`src/rtl/itrx_amba4_axilite_slv.sv`:
```
// itrx_amba4_axilite_slv: AXI4-Lite slave bridging one port onto a single-outstanding register request bus.
module itrx_amba4_axilite_slv #(
    parameter int unsigned       ADDR_W    = 32,
    parameter int unsigned       DATA_W    = 32,
    parameter logic [ADDR_W-1:0] BASE_ADDR = '0,
    parameter int unsigned       NUM_REGS  = 16,
    parameter bit                PRIV_ONLY = 1'b0,
    parameter int unsigned       TIMEOUT   = 255,
    localparam int unsigned      STRB_W    = DATA_W / 8,
    localparam int unsigned      IDX_W     = NUM_REGS > 1 ? $clog2(NUM_REGS) : 1
) (
    input  logic              aclk,
    input  logic              aresetn,
    input  logic              awvalid,
    output logic              awready,
    input  logic [ADDR_W-1:0] awaddr,
    input  logic [2:0]        awprot,
    input  logic              wvalid,
    output logic              wready,
    input  logic [DATA_W-1:0] wdata,
    input  logic [STRB_W-1:0] wstrb,
    output logic              bvalid,
    input  logic              bready,
    output logic [1:0]        bresp,
    input  logic              arvalid,
    output logic              arready,
    input  logic [ADDR_W-1:0] araddr,
    input  logic [2:0]        arprot,
    output logic              rvalid,
    input  logic              rready,
    output logic [DATA_W-1:0] rdata,
    output logic [1:0]        rresp,
    output logic              reg_req,
    output logic              reg_wr,
    output logic [IDX_W-1:0]  reg_idx,
    output logic [DATA_W-1:0] reg_wdata,
    output logic [STRB_W-1:0] reg_wstrb,
    input  logic              reg_ack,
    input  logic [DATA_W-1:0] reg_rdata,
    input  logic              reg_err
);
    localparam int unsigned       LSB      = $clog2(STRB_W);
    localparam logic [ADDR_W:0]   SPAN     = (ADDR_W+1)'(NUM_REGS * STRB_W);
    localparam logic [ADDR_W-1:0] ALIGN    = ~ADDR_W'(STRB_W - 1);
    localparam int unsigned       CNT_W    = TIMEOUT > 0 ? $clog2(TIMEOUT + 1) : 1;
    localparam logic [CNT_W-1:0]  CNT_LAST = CNT_W'(TIMEOUT > 0 ? TIMEOUT - 1 : 0);
    localparam logic [1:0]        OKAY     = 2'b00;
    localparam logic [1:0]        SLVERR   = 2'b10;
    localparam logic [1:0]        DECERR   = 2'b11;

    typedef enum logic [2:0] {IDLE, WREQ, RREQ, WRESP, RRESP} state_t;

    state_t            state_q, state_d;
    logic              prefer_wr_q, prefer_wr_d;
    logic              aw_full_q, aw_full_d, w_full_q, w_full_d, ar_full_q, ar_full_d;
    logic              awready_q, awready_d, wready_q, wready_d, arready_q, arready_d;
    logic [ADDR_W-1:0] aw_addr_q, aw_addr_d, ar_addr_q, ar_addr_d;
    logic              aw_priv_q, aw_priv_d, ar_priv_q, ar_priv_d;
    logic [DATA_W-1:0] w_data_q, w_data_d;
    logic [STRB_W-1:0] w_strb_q, w_strb_d;
    logic              wr_q, wr_d;
    logic [IDX_W-1:0]  idx_q, idx_d;
    logic [DATA_W-1:0] wdata_q, wdata_d, rdata_q, rdata_d;
    logic [STRB_W-1:0] wstrb_q, wstrb_d;
    logic [1:0]        resp_q, resp_d;
    logic [CNT_W-1:0]  cnt_q, cnt_d;
    logic              aw_hs, w_hs, ar_hs, wr_elig, grant_wr, dec_err, priv_err, timed_out;
    logic [ADDR_W:0]   diff;
    logic              unused_ok;

    assign awready   = awready_q;
    assign wready    = wready_q;
    assign arready   = arready_q;
    assign bvalid    = state_q == WRESP;
    assign rvalid    = state_q == RRESP;
    assign bresp     = bvalid ? resp_q : '0;
    assign rresp     = rvalid ? resp_q : '0;
    assign rdata     = rdata_q;
    assign reg_req   = (state_q == WREQ) || (state_q == RREQ);
    assign reg_wr    = wr_q;
    assign reg_idx   = idx_q;
    assign reg_wdata = wdata_q;
    assign reg_wstrb = wstrb_q;
    assign unused_ok = ^{awprot[2:1], arprot[2:1], diff[LSB-1:0]};

    // Ready flags are registered copies of !full so they stay low throughout reset.
    always_comb begin
        aw_hs     = awvalid & awready_q;
        w_hs      = wvalid & wready_q;
        ar_hs     = arvalid & arready_q;
        aw_full_d = (bvalid & bready) ? 1'b0 : aw_full_q | aw_hs;
        w_full_d  = (bvalid & bready) ? 1'b0 : w_full_q | w_hs;
        ar_full_d = (rvalid & rready) ? 1'b0 : ar_full_q | ar_hs;
        awready_d = !aw_full_d;
        wready_d  = !w_full_d;
        arready_d = !ar_full_d;
        aw_addr_d = aw_hs ? awaddr : aw_addr_q;
        aw_priv_d = aw_hs ? awprot[0] : aw_priv_q;
        w_data_d  = w_hs ? wdata : w_data_q;
        w_strb_d  = w_hs ? wstrb : w_strb_q;
        ar_addr_d = ar_hs ? araddr : ar_addr_q;
        ar_priv_d = ar_hs ? arprot[0] : ar_priv_q;
    end

    always_comb begin
        state_d     = state_q;
        prefer_wr_d = prefer_wr_q;
        resp_d      = resp_q;
        rdata_d     = rdata_q;
        wr_d        = wr_q;
        idx_d       = idx_q;
        wdata_d     = wdata_q;
        wstrb_d     = wstrb_q;
        cnt_d       = cnt_q + 1'b1;
        wr_elig     = aw_full_q & w_full_q;
        grant_wr    = wr_elig & (prefer_wr_q | !ar_full_q);
        // Borrow out of the subtraction lands above SPAN, so one compare covers both window edges.
        diff        = {1'b0, (grant_wr ? aw_addr_q : ar_addr_q) & ALIGN} - {1'b0, BASE_ADDR};
        dec_err     = diff >= SPAN;
        priv_err    = PRIV_ONLY & !(grant_wr ? aw_priv_q : ar_priv_q);
        timed_out   = (TIMEOUT != 0) && (cnt_q == CNT_LAST);
        case (state_q)
            IDLE: if (wr_elig | ar_full_q) begin
                prefer_wr_d = !grant_wr;
                wr_d        = grant_wr;
                idx_d       = IDX_W'(diff[ADDR_W-1:LSB]);
                wdata_d     = w_data_q;
                wstrb_d     = grant_wr ? w_strb_q : '0;
                rdata_d     = '0;
                cnt_d       = '0;
                resp_d      = dec_err ? DECERR : priv_err ? SLVERR : OKAY;
                state_d     = (dec_err | priv_err) ? (grant_wr ? WRESP : RRESP)
                                                   : (grant_wr ? WREQ : RREQ);
            end
            WREQ, RREQ: if (reg_ack | timed_out) begin
                resp_d  = (reg_ack & !reg_err) ? OKAY : SLVERR;
                rdata_d = (reg_ack & !reg_err & (state_q == RREQ)) ? reg_rdata : '0;
                state_d = state_q == WREQ ? WRESP : RRESP;
            end
            WRESP: state_d = bready ? IDLE : WRESP;
            RRESP: state_d = rready ? IDLE : RRESP;
            default: state_d = IDLE;
        endcase
    end

    always_ff @(posedge aclk or negedge aresetn) begin
        if (!aresetn) begin
            state_q     <= IDLE;
            prefer_wr_q <= 1'b1;
            aw_full_q   <= 1'b0;
            w_full_q    <= 1'b0;
            ar_full_q   <= 1'b0;
            awready_q   <= 1'b0;
            wready_q    <= 1'b0;
            arready_q   <= 1'b0;
            aw_addr_q   <= '0;
            aw_priv_q   <= 1'b0;
            w_data_q    <= '0;
            w_strb_q    <= '0;
            ar_addr_q   <= '0;
            ar_priv_q   <= 1'b0;
            wr_q        <= 1'b0;
            idx_q       <= '0;
            wdata_q     <= '0;
            wstrb_q     <= '0;
            rdata_q     <= '0;
            resp_q      <= '0;
            cnt_q       <= '0;
        end else begin
            state_q     <= state_d;
            prefer_wr_q <= prefer_wr_d;
            aw_full_q   <= aw_full_d;
            w_full_q    <= w_full_d;
            ar_full_q   <= ar_full_d;
            awready_q   <= awready_d;
            wready_q    <= wready_d;
            arready_q   <= arready_d;
            aw_addr_q   <= aw_addr_d;
            aw_priv_q   <= aw_priv_d;
            w_data_q    <= w_data_d;
            w_strb_q    <= w_strb_d;
            ar_addr_q   <= ar_addr_d;
            ar_priv_q   <= ar_priv_d;
            wr_q        <= wr_d;
            idx_q       <= idx_d;
            wdata_q     <= wdata_d;
            wstrb_q     <= wstrb_d;
            rdata_q     <= rdata_d;
            resp_q      <= resp_d;
            cnt_q       <= cnt_d;
        end
    end
endmodule

```
`config.mk`:
```
export PLATFORM = sky130hd
export DESIGN_NAME = itrx_amba4_axilite_slv
export DESIGN_NICKNAME = d
export VERILOG_FILES = /design/src/rtl/itrx_amba4_axilite_slv.sv
export SDC_FILE = /design/constraint.sdc
export NUM_CORES = 1
export LEC_CHECK = 0
export ABC_AREA = 0
export BUFFER_PORTS_ARGS = -buffer_cell sky130_fd_sc_hd__buf_2
export CAP_MARGIN = 20
export CORE_MARGIN = 2
export CORE_UTILIZATION = 45
export DETAILED_ROUTE_END_ITERATION = 10
export PLACE_DENSITY = 0.77
export SKIP_CTS_REPAIR_TIMING = 1
export SYNTH_ARGS = -nofsm -noshare
export SYNTH_HDL_FRONTEND = slang
export SYNTH_SLANG_ARGS = --single-unit
```
`constraint.sdc`:
```
create_clock -name aclk -period 6.5 [get_ports aclk]
set_clock_uncertainty 0.2 [all_clocks]
set_input_delay 1.3 -clock aclk [delete_from_list [all_inputs] [get_ports aclk]]
set_output_delay 1.3 -clock aclk [all_outputs]
set_load 0.02 [all_outputs]
```
Yosys cells after proc, flatten, opt, wreduce, memory -nomap -nowiden
Index checks and enable logic that the tools add are counted.
Widths: inputs -> output; s select.
{"block": "word_totals", "register_bits": 193, "out_inout_bits": 83, "elab_cells": 83}
{"block": "classes", "n_addsub": 1, "order_cmp": 1, "eq_ne": 7, "mux": 27, "bitwise_logic": 15, "reduce_logical": 13}
{"cell": "$mux 32", "count": 4}
{"cell": "$pmux 32 s2", "count": 1}
{"cell": "$ge 32x7->1 const B", "count": 1}
{"cell": "$mux 3", "count": 6}
{"cell": "$mux 2", "count": 8}
{"cell": "$mux 8", "count": 2}
{"cell": "$pmux 3 s4", "count": 1}
{"cell": "$and 1x1->1", "count": 9}
{"cell": "$add 8x1->8 const B", "count": 1}
{"cell": "$eq 8x8->1 const B", "count": 1}
{"cell": "$eq 3x2->1 const B", "count": 2}
{"cell": "$logic_not 1->1", "count": 6}
{"cell": "$or 1x1->1", "count": 6}
{"cell": "$mux 4", "count": 1}
{"cell": "$ne 2x2->1 const B", "count": 2}
{"cell": "$pmux 2 s2", "count": 1}
{"cell": "$reduce_and 2->1", "count": 2}
{"cell": "$eq 3x1->1 const B", "count": 1}
{"cell": "$eq 3x3->1 const B", "count": 1}
{"cell": "$logic_not 3->1", "count": 1}
{"cell": "$mux 1", "count": 3}
{"cell": "$reduce_and 3->1", "count": 1}
{"cell": "$reduce_bool 2->1", "count": 1}
{"cell": "$reduce_or 2->1", "count": 1}
{"cell": "$logic_or 1x1->1", "count": 1}

Depth between registers and ports, before layout
Gate-level depths: netlist of the first run.
{"block": "logic_depth", "depth_word": 8, "depth_mapped": 10, "ltp_nobuf": 10}

Worst setup path before layout of the first run
Ideal clock, no wire load.
{"block": "synth_timing", "kind": "flip-flop to output port", "start": "register state_q[2]", "end": "output rresp[0]", "arrival_ps": 1634, "setup_slack_ps": 3366, "path_stages_with_launch": 4, "path_buffers": 1, "cell_sequence": "dfrtp_1 clkbuf_1 nor3b_1 and2_1"}
{"block": "synth_via", "elab_chain_len": 2}
{"element": "start: declaration", "line": "53", "rtl": "state_t state_q, state_d;"}
{"element": "start signal: assignment", "line": "170", "rtl": "state_q <= state_d;"}
{"element": "$eq 3x3->1", "line": "75", "rtl": "assign rvalid = state_q == RRESP;"}
{"element": "named net rvalid", "line": "29", "rtl": "output logic rvalid,"}
{"element": "$mux 2", "line": "77", "rtl": "assign rresp = rvalid ? resp_q : '0;"}
{"element": "end: declaration", "line": "32", "rtl": "output logic [1:0] rresp,"}
The timed path passes the listed nets, and every way through them passes these cells.

Worst setup path in the final report of the first run
{"block": "layout_timing", "start": "register state_q[2]", "end": "output rresp[0]"}
{"block": "layout_via", "elab_chain_len": 2}
{"element": "$eq 3x3->1", "line": "75"}
{"element": "$mux 2", "line": "77"}
No other way between the ends.

==> results by group, run 1 <==
Job
  • Max-Cap Viols: 0

Layout
  • Synth-to-Final Area Change: 26.1%
  • Diodes inserted: 0
  • Final-layout fill cell count: ~1,400
  • Final #Nets: 932
  • Fraction of layout cells with a size suffix above 1: about 45%

Placement
  • Pre-CTS setup slack: 3.55 ns
  • IO Port Bufs: around 220
  • Final HPWL DP: approximately 11,000 um
  • Gpl congestion: ~0.82

Route
  • Drt via density: between 5 and 6
  • DRT Pass-1 Iters: 4
  • First-iteration detailed-routing DRC count: 200
  • ANT nets after route: 0
  • # DRC: 0
  • Vias: slightly above 5,000
  • Drt wl/cell: about 15 um
  • Final WL: 15,500 um

Timing
  • Max-slew headroom: 35.7%
  • Final Worst Setup Slack: 3.25 ns
  • Slew @ Worst Pin: 0.965 ns
  • Max-slew violation count: 0
  • Period utilization: between 40% and 50%
  • RSZ-0062 raised after global routing: no
  • Final count of negative-setup-slack endpoints: 0
  • Min cycle time layout: between 3 and 4 ns
  • Max Freq: 308 MHz
  • Setup TNS: 0 ns
  • Hold Violations, Final: 0
  • Worst hold margin: 0.262 ns

Clocking
  • Clock Path Buffers: 2
  • Latest clock arrival within the worst-skew pair: 0.41 ns
  • Worst-path clk slew: 0.07 ns
  • Sink Count: 189
  • TritonCTS Buffers: 17
  • TritonCTS clock tree: built
  • CTS H-tree lvls: 4
  • Root buffer cell: clkbuf_16

Floorplanning
  • Site Rows: 46
  • Area of the die: 17,300 um^2
  • I/O Pins: 230
  • Initial Util: 46.0%
  • Core area: 15,900 um^2
  • Die width: 131 um
  • Vert. Die Dim: 131 um

Global routing
  • GRT Util Overall: 18.5%
  • GR Overflow Total: 0
  • Vias in the first global route: roughly 5,300
  • Initial antenna violation count: 1
  • First-pass GRT wire length: ~26,000 um
  • Largest net degree at the start of global routing: ~80

Synth
  • Simple-gate share of the synthesized area: approximately a tenth
  • Mean Syn Cell Area: 12.9 um^2
  • Post-Synthesis Cells: 566
  • Number of synthesized flops with an enable pin: 0
  • Most frequent cells after synthesis: dfrtp_1, nand2_1, mux2_2
  • Synth Area in Compound Gates: under 10%
  • Synth Net Count: roughly 700
  • Area leader, netlist: dfrtp_1
  • Yosys cell types: 39
  • Syn. warnings: 0
  • Post-synthesis mux area share: 14.8%
  • Synth Area in Adders: 0.514%
  • Post-Synth XOR/XNOR Area: 0.839%
  • Top FF cell, synth: dfrtp_1
  • FFs w/ async S/R, synth: 100%
  • Synth area leaders: dfrtp_1, mux2_2, nand2_1
  • Top-area cell type share of the netlist area: 64.4%
  • Largest family of logic cells by synthesized area: multiplexers
  • Cell area after synthesis: roughly 7300 um^2
  • Most frequent cell after synthesis: dfrtp_1
  • Synthesized flop and latch total: 189
  • Register area share after synthesis: around two thirds

Pwr
  • P_leak: 4.64 nW
  • Worst vdd ir: approximately 0.22 mV
  • Power per cell area: 491 nW/um^2
  • Total Power: 4.52 mW

Outcome
  • Status: finished clean

Min path
  • HP Class: flop to flop

Setup path
  • CP required: 5.00 ns
  • Setup crit start kind: flop
  • Crit path max fanout: 13
  • CP Data Arrival Time: approximately 1.8 ns
  • Critical path endpoint category: output pin
  • Critical path type: flop to output pin
final cells by class:
| type | instances | area [um^2] | share of cell area, % |
|---|---|---|---|
| tap | 216 | 270 | 2.93 |
| clock inverter | 8 | 106 | 1.15 |
| inverter | 7 | 26.3 | 0.285 |
| timing repair buffer | 227 | 1160 | 12.6 |
| multi-input combinational | 340 | 2440 | 26.5 |
| clock buffer | 22 | 474 | 5.15 |
| sequential | 189 | 4730 | 51.4 |
sequential cells by signal, indices dropped and copies added, names as in the netlist:
name         flops
ar_addr_q       30
ar_full_q        1
arready          1
aw_addr_q       30
aw_full_q        1
awready          1
cnt_q            8
prefer_wr_q      1
rdata           32
reg_idx          4
reg_wdata       32
reg_wr           1
reg_wstrb        4
resp_q           2
state_q          3
w_data_q        32
w_full_q         1
w_strb_q         4
wready           1
metrics by stage:
stage / util (%) / instances / area, um^2
final: 58.0 / 1009 / 9210
after CTS: 58.0 / 1009 / 9210
after floorplan: - / 566 / 7300
after global placement: 54.3 / 979 / 8630
after detailed placement: 54.3 / 979 / 8630
after global routing: 58.0 / 1009 / 9210
critical path, stage by stage (launching register included):
cell,delay (ns)
dfrtp_1,0.56
nor3b_1,0.43
and2_1,0.18
buf_2,0.16
final timing paths:
| kind | from | to | slack, ns | cells past startpoint |
|---|---|---|---|---|
| max in group asynchronous | aresetn | reg_wstrb[3] | 4.09 | 2 |
| worst min register to register | w_data_q[24] | reg_wdata[24] | 0.26 | 2 |
| worst min-delay path | w_data_q[24] | reg_wdata[24] | 0.26 | 2 |
| min in group asynchronous | aresetn | rdata[11] | 0.65 | 1 |
| worst max-delay path | state_q[2] | rresp[0] | 3.25 | 3 |
| worst max register to register | prefer_wr_q | state_q[1] | 3.85 | 8 |
routing by layer:
metal  track usage (%)  share of wire (%)  routed length [um]  up-vias
li1                  -                  -                   -     2386
met1              23.5                 44                6840     2494
met2              30.8                 48                7530      147
met3              4.59                5.0                 781       32
met4              7.37                2.4                 377        2
met5                 0              0.071                  11        -
where the power goes:
| part | leakage (nW) | switching [mW] | total [mW] | internal [mW] |
|---|---|---|---|---|
| logic | 2.03 | 0.867 | 1.52 | 0.655 |
| clock network | 0.279 | 0.425 | 1.02 | 0.597 |
| registers | 2.33 | 0.285 | 1.98 | 1.69 |
| total | 4.64 | 1.58 | 4.52 | 2.94 |
cells in the final DEF (no fill, tap or decap), types with 2 or more instances in the layout:
master / n
a21o_1: 3
a21oi_1: 7
a22o_1: 37
a31oi_1: 4
and2_1: 5
buf_2: 218
buf_4: 8
bufinv_16: 2
clkbuf_1: 2
clkbuf_16: 17
clkbuf_8: 4
clkinvlp_4: 2
dfrtp_1: 188
ha_1: 3
inv_1: 6
inv_6: 3
mux2_2: 96
nand2_1: 112
nand2b_1: 2
nand3_1: 3
nand4_1: 4
nor2_1: 21
nor3_1: 3
nor4_1: 10
o21ai_0: 4
or4_1: 3
xnor2_1: 2
xor2_1: 5
kinds of logic after synthesis:
group,after synthesis
flops,189
simple gates,173
compound gates,61
fa+ha+maj,3
mux,96
buf+inv,37
xor+xnor,7
No activity file was read; power rests on OpenSTA's default activity.
==> run 2: changes to the inputs <==
Settings changed: PLACE_DENSITY 0.77 to 0.8.
Clock period 6.5 ns to 2.85 ns, I/O delays scaled along.
==> results by group, run 2 (synthesis gave the netlist of run 1 again) <==
Layout
  • Area occupied by multi-input gates: 2440 um^2 (unchanged)
  • Fraction of layout cells with a size suffix above 1: 46.1% (+0.80 points)
  • Non-filler cells, final: 1,017 (+0.79%)
  • Synth-to-Final Area Change: 27.5%
  • Commonest cells after routing, fill and taps aside: buf_2, dfrtp_1, nand2_1
  • Post-route design area: 9310 um^2 (+1.1%)
  • Commonest non-fill, non-tap cell in the layout: buf_2
  • Final #Nets: 938 (+0.64%)
  • Final-layout fill cell count: 1,344 (-1.8%)
  • Flip-flop and latch area: 4730 um^2 (unchanged)
  • Diodes inserted: 0 (unchanged)

Setup path
  • CP max-delay cell: dfrtp_1
  • CP required: 2.08 ns (-2.92 ns)
  • Buf+Inv Stages, Crit Path: 1 (unchanged)
  • Critical path type: flop to output pin
  • CP peak stage delay: 0.56 ns (about the same)
  • Crit path max fanout: 13 (unchanged)
  • CP Data Arrival Time: 1.75 ns (about the same)
  • Flop-to-flop setup slack: 0.35 ns (-3.50 ns)
  • Setup crit start kind: flop
  • Critical path endpoint category: output pin
  • CP top delay family: simple AND/OR/NAND/NOR gates
  • Critical path, cell by cell: nor3b_1, and2_1, buf_2

Floorplanning
  • I/O Pins: 230 (unchanged)
  • Core area: 15,900 um^2 (unchanged)
  • Site Rows: 46 (unchanged)
  • Initial Util: 46.0% (unchanged)
  • Die width: 131 um (unchanged)
  • Vert. Die Dim: 131 um (unchanged)
  • Area of the die: 17,300 um^2 (unchanged)

Pwr
  • Power per cell area: 1110 nW/um^2 (+130%)
  • P_leak: 4.69 nW (+0.98%)
  • Worst vdd ir: 0.569 mV (+150%)
  • Total Power: 10.4 mW (+130%)

Timing
  • Slew @ Worst Pin: 0.681 ns (-0.284 ns)
  • Setup TNS: 0 ns (unchanged)
  • Period utilization: 88.3%
  • RSZ-0062 raised after global routing: no
  • Min cycle time layout: 2.52 ns
  • Max Freq: 397 MHz
  • Final Worst Setup Slack: 0.334 ns (-2.92 ns)
  • Worst hold margin: -0.0114 ns (-0.273 ns)
  • Hold Violations, Final: 9 (+9)
  • Max-slew headroom: 54.6% (+19 points)
  • Max-slew violation count: 0 (unchanged)
  • Final count of negative-setup-slack endpoints: 0 (unchanged)

Route
  • ANT nets after route: 0 (unchanged)
  • Drt via density: 5.03 (+0.21%)
  • Vias: 5,112 (+1.0%)
  • DRT Pass-1 Iters: 4 (unchanged)
  • Final WL: 15,900 um (+2.5%)
  • # DRC: 0 (unchanged)
  • Drt wl/cell: 15.7 um (+1.7%)
  • First-iteration detailed-routing DRC count: 263 (+32%)

Min path
  • HP Class: input port to async pin

Global routing
  • GR Overflow Total: 0 (unchanged)
  • GRT Util Overall: 19.1% (+0.58 points)
  • Largest net degree at the start of global routing: 82 (+5.1%)
  • Vias in the first global route: 5,184 (-1.6%)
  • First-pass GRT wire length: 26,500 um (+2.6%)
  • Initial antenna violation count: 1 (unchanged)

Placement
  • Placed cells: 985 (+0.61%)
  • Gpl congestion: 0.779 (-4.4%)
  • Final HPWL DP: 11,200 um (+5.0%)
  • Post-DP Area: 8730 um^2 (+1.1%)
  • Pre-CTS setup slack: 0.367 ns (-3.18 ns)
  • IO Port Bufs: 219 (unchanged)

Job
  • Max-Cap Viols: 0 (unchanged)

Clocking
  • TritonCTS clock tree: built
  • Clock Path Buffers: 2 (unchanged)
  • Root buffer cell: clkbuf_16
  • CTS H-tree lvls: 4 (unchanged)
  • Worst-path clk slew: 0.07 ns (about the same)
  • Sink Count: 189 (unchanged)
  • Latest clock arrival within the worst-skew pair: 0.42 ns (about the same)
  • TritonCTS Buffers: 17 (unchanged)

Outcome
  • Violated checks: negative hold slack
  • Status: finished, violations left
## run 2: changes by cell type in the layout (fill, tap and decap cells not counted), sizes merged
cell      previous run  this run
inv                 10        11
clkinvlp             2         3
buf                226       232
bufinv               2         1
clkinv               1         5
clkbuf              23        20
## run 2: stage by stage
stage / hold slack [ns] / utilization [%]
CTS: 0.00713 / 58.6
floorplan: 0.0744 / -
finish: -0.0114 / 58.6
detailed placement: 0.249 / 54.9
global placement: 0.240 / 54.9
global route: 0.0214 / 58.6
## run 2: where the power goes
| part | internal (mW) | leakage, nW | switching [mW] |
|---|---|---|---|
| Clock | 1.27 | 0.280 | 1.04 |
| Combinational | 1.55 | 2.08 | 2.01 |
| Sequential | 3.85 | 2.33 | 0.643 |
| Total | 6.67 | 4.69 | 3.70 |
## run 2: layout make-up
type	instances	area share, %
multi-input combinational	340	26.2
sequential	189	50.8
clock inverter	13	1.41
tap	216	2.90
timing repair buffer	233	13.5
inverter	7	0.282
clock buffer	19	4.86
## run 2: worst register-to-register path, stage by stage (launching register included)
cell	delay [ns]
dfrtp_1	0.38
or4_1	0.51
or4_1	0.60
and2_4	0.19
ha_1	0.26
nor2_1	0.03
o41ai_1	0.23
## run 2: path summary, 6_finish.rpt
| check | depth (start not counted) | endpoint | start |
|---|---|---|---|
| worst min-delay path | 1 | rdata[13] | aresetn |
| min in group aclk | 2 | rdata[31] | reg_rdata[31] |
| worst min register to register | 2 | reg_wdata[3] | w_data_q[3] |
| worst max register to register | 6 | state_q[1] | ar_addr_q[22] |
| worst max-delay path | 3 | rresp[1] | state_q[2] |
| max in group asynchronous | 2 | reg_wdata[30] | aresetn |
## run 2: routing by layer
layer / vias up / part of all wire [%] / global-route usage, %
met5: - / 0 / 0
met4: 0 / 2.1 / 7.19
met3: 23 / 6.3 / 5.75
met2: 153 / 49 / 30.8
met1: 2525 / 43 / 24.6
li1: 2411 / - / -
